## src/rtl/regfile_wb_arbiter.sv

```systemverilog
// Two-requester (ALU / load) round-robin write-back arbiter with a registered register-bank write stage.
// Optional read bypass of the pending write when WB_BYPASS_EN is defined.
module regfile_wb_arbiter #(
  parameter int DATA_W = 32,
  parameter int ADDR_W = 5
) (
  input  logic              CLK,
  input  logic              RST,
  input  logic              A_Valid,
  input  logic [ADDR_W-1:0] A_Dest,
  input  logic [DATA_W-1:0] A_Data,
  output logic              A_Ready,
  input  logic              M_Valid,
  input  logic [ADDR_W-1:0] M_Dest,
  input  logic [DATA_W-1:0] M_Data,
  output logic              M_Ready,
  output logic              Write_En,
  output logic [ADDR_W-1:0] Add_Dest,
  output logic [DATA_W-1:0] Write_Data,
  input  logic [ADDR_W-1:0] Add_A,
  input  logic [ADDR_W-1:0] Add_B,
  input  logic [DATA_W-1:0] Info_A_In,
  input  logic [DATA_W-1:0] Info_B_In,
  output logic [DATA_W-1:0] Info_A,
  output logic [DATA_W-1:0] Info_B
);

  logic              last_grant_q, last_grant_d;  // 0 = ALU, 1 = MEM
  logic              we_q, we_d;
  logic [ADDR_W-1:0] add_dest_q, add_dest_d;
  logic [DATA_W-1:0] wdata_q, wdata_d;
  logic              a_rdy, m_rdy, xfer;
  logic [ADDR_W-1:0] sel_dest;
  logic [DATA_W-1:0] sel_data;

  always_comb begin
    a_rdy = 1'b0;
    m_rdy = 1'b0;
    if (!RST) begin
      a_rdy = A_Valid && (!M_Valid || last_grant_q);
      m_rdy = M_Valid && (!A_Valid || !last_grant_q);
    end
    xfer     = a_rdy || m_rdy;
    sel_dest = m_rdy ? M_Dest : A_Dest;
    sel_data = m_rdy ? M_Data : A_Data;

    last_grant_d = last_grant_q;
    add_dest_d   = add_dest_q;
    wdata_d      = wdata_q;
    we_d         = 1'b0;
    if (xfer) begin
      last_grant_d = m_rdy;
      add_dest_d   = sel_dest;
      wdata_d      = sel_data;
      // x0 is hardwired: accept the request but never write it
      we_d         = (sel_dest != '0);
    end
  end

  always_ff @(posedge CLK or posedge RST) begin
    if (RST) begin
      last_grant_q <= 1'b1;
      we_q         <= 1'b0;
      add_dest_q   <= '0;
      wdata_q      <= '0;
    end else begin
      last_grant_q <= last_grant_d;
      we_q         <= we_d;
      add_dest_q   <= add_dest_d;
      wdata_q      <= wdata_d;
    end
  end

  assign A_Ready    = a_rdy;
  assign M_Ready    = m_rdy;
  assign Write_En   = we_q;
  assign Add_Dest   = add_dest_q;
  assign Write_Data = wdata_q;

`ifdef WB_BYPASS_EN
  assign Info_A = (we_q && add_dest_q == Add_A && Add_A != '0) ? wdata_q : Info_A_In;
  assign Info_B = (we_q && add_dest_q == Add_B && Add_B != '0) ? wdata_q : Info_B_In;
`else
  logic unused_addr;
  assign unused_addr = ^{Add_A, Add_B};
  assign Info_A = Info_A_In;
  assign Info_B = Info_B_In;
`endif

endmodule

```

## config.mk

```make
export PLATFORM = sky130hd
export DESIGN_NAME = regfile_wb_arbiter
export DESIGN_NICKNAME = d
export VERILOG_FILES = /design/src/rtl/regfile_wb_arbiter.sv
export SDC_FILE = /design/constraint.sdc
export NUM_CORES = 1
export LEC_CHECK = 0
export CORE_ASPECT_RATIO = 0.6
export CORE_MARGIN = 1.5
export CORE_UTILIZATION = 31
export CTS_CLUSTER_DIAMETER = 80
export DETAILED_ROUTE_END_ITERATION = 16
export PLACE_DENSITY = 0.87
export SYNTH_ARGS = -nofsm -noshare
export SYNTH_HDL_FRONTEND = slang
export SYNTH_SLANG_ARGS = --single-unit
export TNS_END_PERCENT = 10
```

## constraint.sdc

```tcl
create_clock -name CLK -period 3.9 [get_ports CLK]
set_input_delay 0.78 -clock CLK [delete_from_list [all_inputs] [get_ports CLK]]
set_output_delay 0.78 -clock CLK [all_outputs]
set_load 0.02 [all_outputs]
```

# ---- After elaboration in Yosys (flattened, before gate mapping)
# Cells that the tools add are included.
dict set report word_totals {
  wordCells 18
  out_inout_bits 104
  inputBits 152
  reg_bits 39
}
dict set report classes {
  n_mux 5
  reduce_logical 9
}
# cell n
set op_table {}
lappend op_table {{32-bit 2-to-1 mux} 1}
lappend op_table {{5-bit 2-to-1 mux} 1}
lappend op_table {{5-bit nonzero test} 1}
lappend op_table {{1-bit zero test} 3}
lappend op_table {{1-bit logical OR} 3}
lappend op_table {{1-bit 2-to-1 mux} 3}
lappend op_table {{1-bit logical AND} 2}

# ---- Logic depth before layout (Yosys ltp)
dict set report logic_depth {
  ltp_word 7
  mapped_depth 5
  depth_no_buf 3
}

# ---- Least setup slack after synthesis
# Ideal clock, no wire load.
dict set report synth_timing {
  path_type {input port to output port}
  startpoint {input port RST}
  endpoint {output port A_Ready}
  required_ns 3.120
  cell_stages 4
  setup_slack_ns 1.476
  arrival_time_ns 1.644
  path_buffers 2
  cell_sequence {o21ba_2 > buf_4 > buf_4 > nor2b_1}
}
dict set report synth_between {
  elab_chain_len 1
}
# item line
set synth_rtl {}
lappend synth_rtl {{start: declaration} 8} ;# input logic RST,
lappend synth_rtl {{1-bit 2-to-1 mux} 39} ;# if (!RST) begin
lappend synth_rtl {{end: declaration} 12} ;# output logic A_Ready,
# No other way between the ends.

# ---- Worst setup path after layout
dict set report layout_timing {
  startpoint {input port A_Valid}
  endpoint {output port A_Ready}
}
dict set report layout_between {
  elab_chain_len 2
}
# item line
set layout_rtl {}
lappend layout_rtl {{start: declaration} 9} ;# input logic A_Valid,
lappend layout_rtl {{1-bit logical AND} 40} ;# a_rdy = A_Valid && (!M_Valid || last_grant_q);
lappend layout_rtl {{1-bit 2-to-1 mux} 39}
# No other way between the ends.

==> qor.csv <==
metric;value;unit
status;complete, no violations;
vias in the first global route;2211;
compound-gate portion of the synthesized area;18.3;%
final core occ;44.6;%
Crit. End Element;output pin;
Clk Latency, worst-skew pair;0.27;ns
CP max stage cell;clkdlybuf4s50_1;
mux cell area share after synthesis;0;%
initial antenna violation count;0;
cells after synthesis;290;
Leakage;1.22;nW
number of hold violations in the final report;0;
PortBufs;117;
post-synthesis instance area;2430;um2
clock share of power;30.9;%
Starting Density;32.8;%
initial DRC count;106;
via density per instance;5.07;
Synth Net Count;442;
DRC;0;
Reg power frac;37.0;%
CP Cell Sequence;clkdlybuf4s50_1 -> and2_1 -> nor2_1 -> nor2b_1 -> clkdlybuf4s50_1;
die height;71.7;um
first-pass GRT wire length;11.6;mm
most used cell, CP;clkdlybuf4s50_1;
leading area contributor after synthesis;dfrtp_1;
largest net degree at the start of global routing;76;
simple-gate portion of the synthesized area;16.0;%
# setup viols final;0;
area grow syn2layout;36.0;%
Post-CTS Setup Bufs;0;
Netlist cell types;22;
area used by multi-input combinational logic;836;um2
synthesis warning total;0;
row count;24;
Slew Limit Headroom;39.6;%
max-cap viol count;0;
Root Buffer;clkbuf_16;
ant diodes;0;
largest family of logic cells by synthesized area;buffers and inverters;
FF+latch area;977;um2
RSZ-0062 raised after global routing;false;
Comb power frac;32.1;%
WHS;0.519;ns
Net Sw Power;411;uW
Worst Path Buf+Inv;2;
Post-DRT Antenna Nets;0;
worst slew pin tran;0.904;ns
Pint;929;uW
pwr dens;405;nW/um2
global route overflow;0;
Final Max Slew Viols;0;
Total GRT Usage;17.4;%
crit path DAT;2.37;ns
pre-CTS setup slack;0.677;ns
number of vias in the routed layout;2214;
Layout Cells excl Fill;437;
H-tree levels;2;
die area;8410;um2
f_max;0.317;GHz
Worst EP required;3.12;ns
CTS tree;built;
Worst Skew;0.00508;ns
Startpoint Class;input port;
Peak supply drop;0.000143;V
nets@finish;484;
worst setup margin;0.746;ns
io pins;256;
CTS Sinks;39;
drt first pass iters;4;
Yosys reg bits;39;
Post-DP HPWL;5.18;mm
Area contributors post-synth;dfrtp_1, buf_4, a31oi_1;
Post-Synth XOR/XNOR Area;0;%
Die Wd;117;um
Post-Synth Adder-Cell Area;0;%
Setup Crit Path Kind;input port to output pin;
setup_tns;0;ns
WL/cell;16.6;um
Design Power;1.34;mW
Fill cells;733;
layout cells sized above 1;5.11;%
Max clock buf depth;2;
Total Wirelength;7.24;mm
cell area after placement;3160;um2
register area share after synthesis;40.1;%
sw frac;30.6;%
# hold bufs at CTS;0;
total CTS buffers;5;
syn_area_per_cell;8.40;um2
min cycle time layout;3.15;ns
RePlAce Congestion;0.858;
Yosys top cell area share;39.1;%
worst min path class;flip-flop to flip-flop;
Placed Cells;429;
core area;7420;um2
PostCTS Resize Cnt;0;
worst-path fanout max;4;
Final period util;80.9;%
family with the most delay on the worst path;buffers and inverters;
Design Area, Final;3310;um2
Worst-path clk slew;0.06;ns
Crit path largest cell delay;0.64;ns
## synth_stat cells (all sizes together)
| library cell | number |
|---|---|
| nor3b | 1 |
| or4 | 2 |
| nand2b | 1 |
| o21ai | 37 |
| nor2b | 1 |
| dfrtp | 38 |
| nand2 | 1 |
| and2 | 1 |
| dfstp | 1 |
| nor4 | 1 |
| nor2 | 39 |
| a31oi | 38 |
| and2b | 1 |
| clkbuf | 3 |
| nand3 | 37 |
| o21ba | 1 |
| buf | 85 |
| a211oi | 1 |
| inv | 1 |
## power by group through the flow
stage	Sequential [mW]	Combinational, mW	Clock [mW]
global route	0.503	0.461	0.447
CTS	0.496	0.434	0.427
global placement	0.499	0.426	0
floorplan	0.568	0.235	0
finish	0.496	0.429	0.415
detailed placement	0.503	0.433	0
## state kept, by name, summed over array words and instances, names as in the netlist
name,count
Add_Dest,5
last_grant_q,1
Write_Data,32
Write_En,1
## cells by family (layout without fill, tap and decap cells)
logic type,after synthesis,count (layout)
AO/OA/AOI/OAI,77,77
flip-flops,39,39
AND/OR/NAND/NOR,85,85
buffers and inverters,89,132
## placed cells by master, fill, tap and decap left out, types with 2 or more instances in the layout
master / synthesis / layout
or4_1: 2 / 2
nor2_1: 39 / 39
a31oi_1: 38 / 38
o21ai_1: 27 / 27
clkdlybuf4s50_1: 0 / 117
buf_4: 70 / 6
clkbuf_16: 0 / 5
dfrtp_1: 38 / 38
nand3_1: 37 / 37
o21ai_0: 10 / 10
## layer usage
| layer | GRT usage [%] | part of all wire, % | routed length (um) | vias to the layer above |
|---|---|---|---|---|
| met5 | 0 | 0 | 0 | - |
| met4 | 3.57 | 0.73 | 53 | 0 |
| met3 | 6.45 | 8.3 | 599 | 16 |
| met2 | 28.6 | 45 | 3240 | 136 |
| met1 | 22.1 | 46 | 3350 | 1026 |
| li1 | - | - | - | 1036 |
## final cells by class
class	count	share of cell area (%)
timing repair buffer	123	36.7
clock buffer	7	4.31
sequential	39	29.5
multi-input combinational	162	25.2
clock inverter	1	0.151
inverter	1	0.113
tap	104	3.93
## tightest hold or removal path: cells and delay by family, from the launching register on
kind | cells | cell delay (ns)
AND/OR/NAND/NOR | 1 | 0.09
flip-flops | 1 | 0.38
AO/OA/AOI/OAI | 1 | 0.05
## final timing paths
path,to,from,cells past startpoint,slack [ns]
worst max-delay path,A_Ready,A_Valid,5,0.75
worst max register to register,Write_Data[3]$_DFFE_PP0P_,last_grant_q$_DFFE_PP1P_,4,1.99
max in group asynchronous,last_grant_q$_DFFE_PP1P_,RST,3,2.32
min in group asynchronous,Write_Data[16]$_DFFE_PP0P_,RST,2,0.86
worst min register to register,last_grant_q$_DFFE_PP1P_,last_grant_q$_DFFE_PP1P_,2,0.52
worst min-delay path,last_grant_q$_DFFE_PP1P_,last_grant_q$_DFFE_PP1P_,2,0.52
Note: power is estimated with default switching activity, not from simulation.
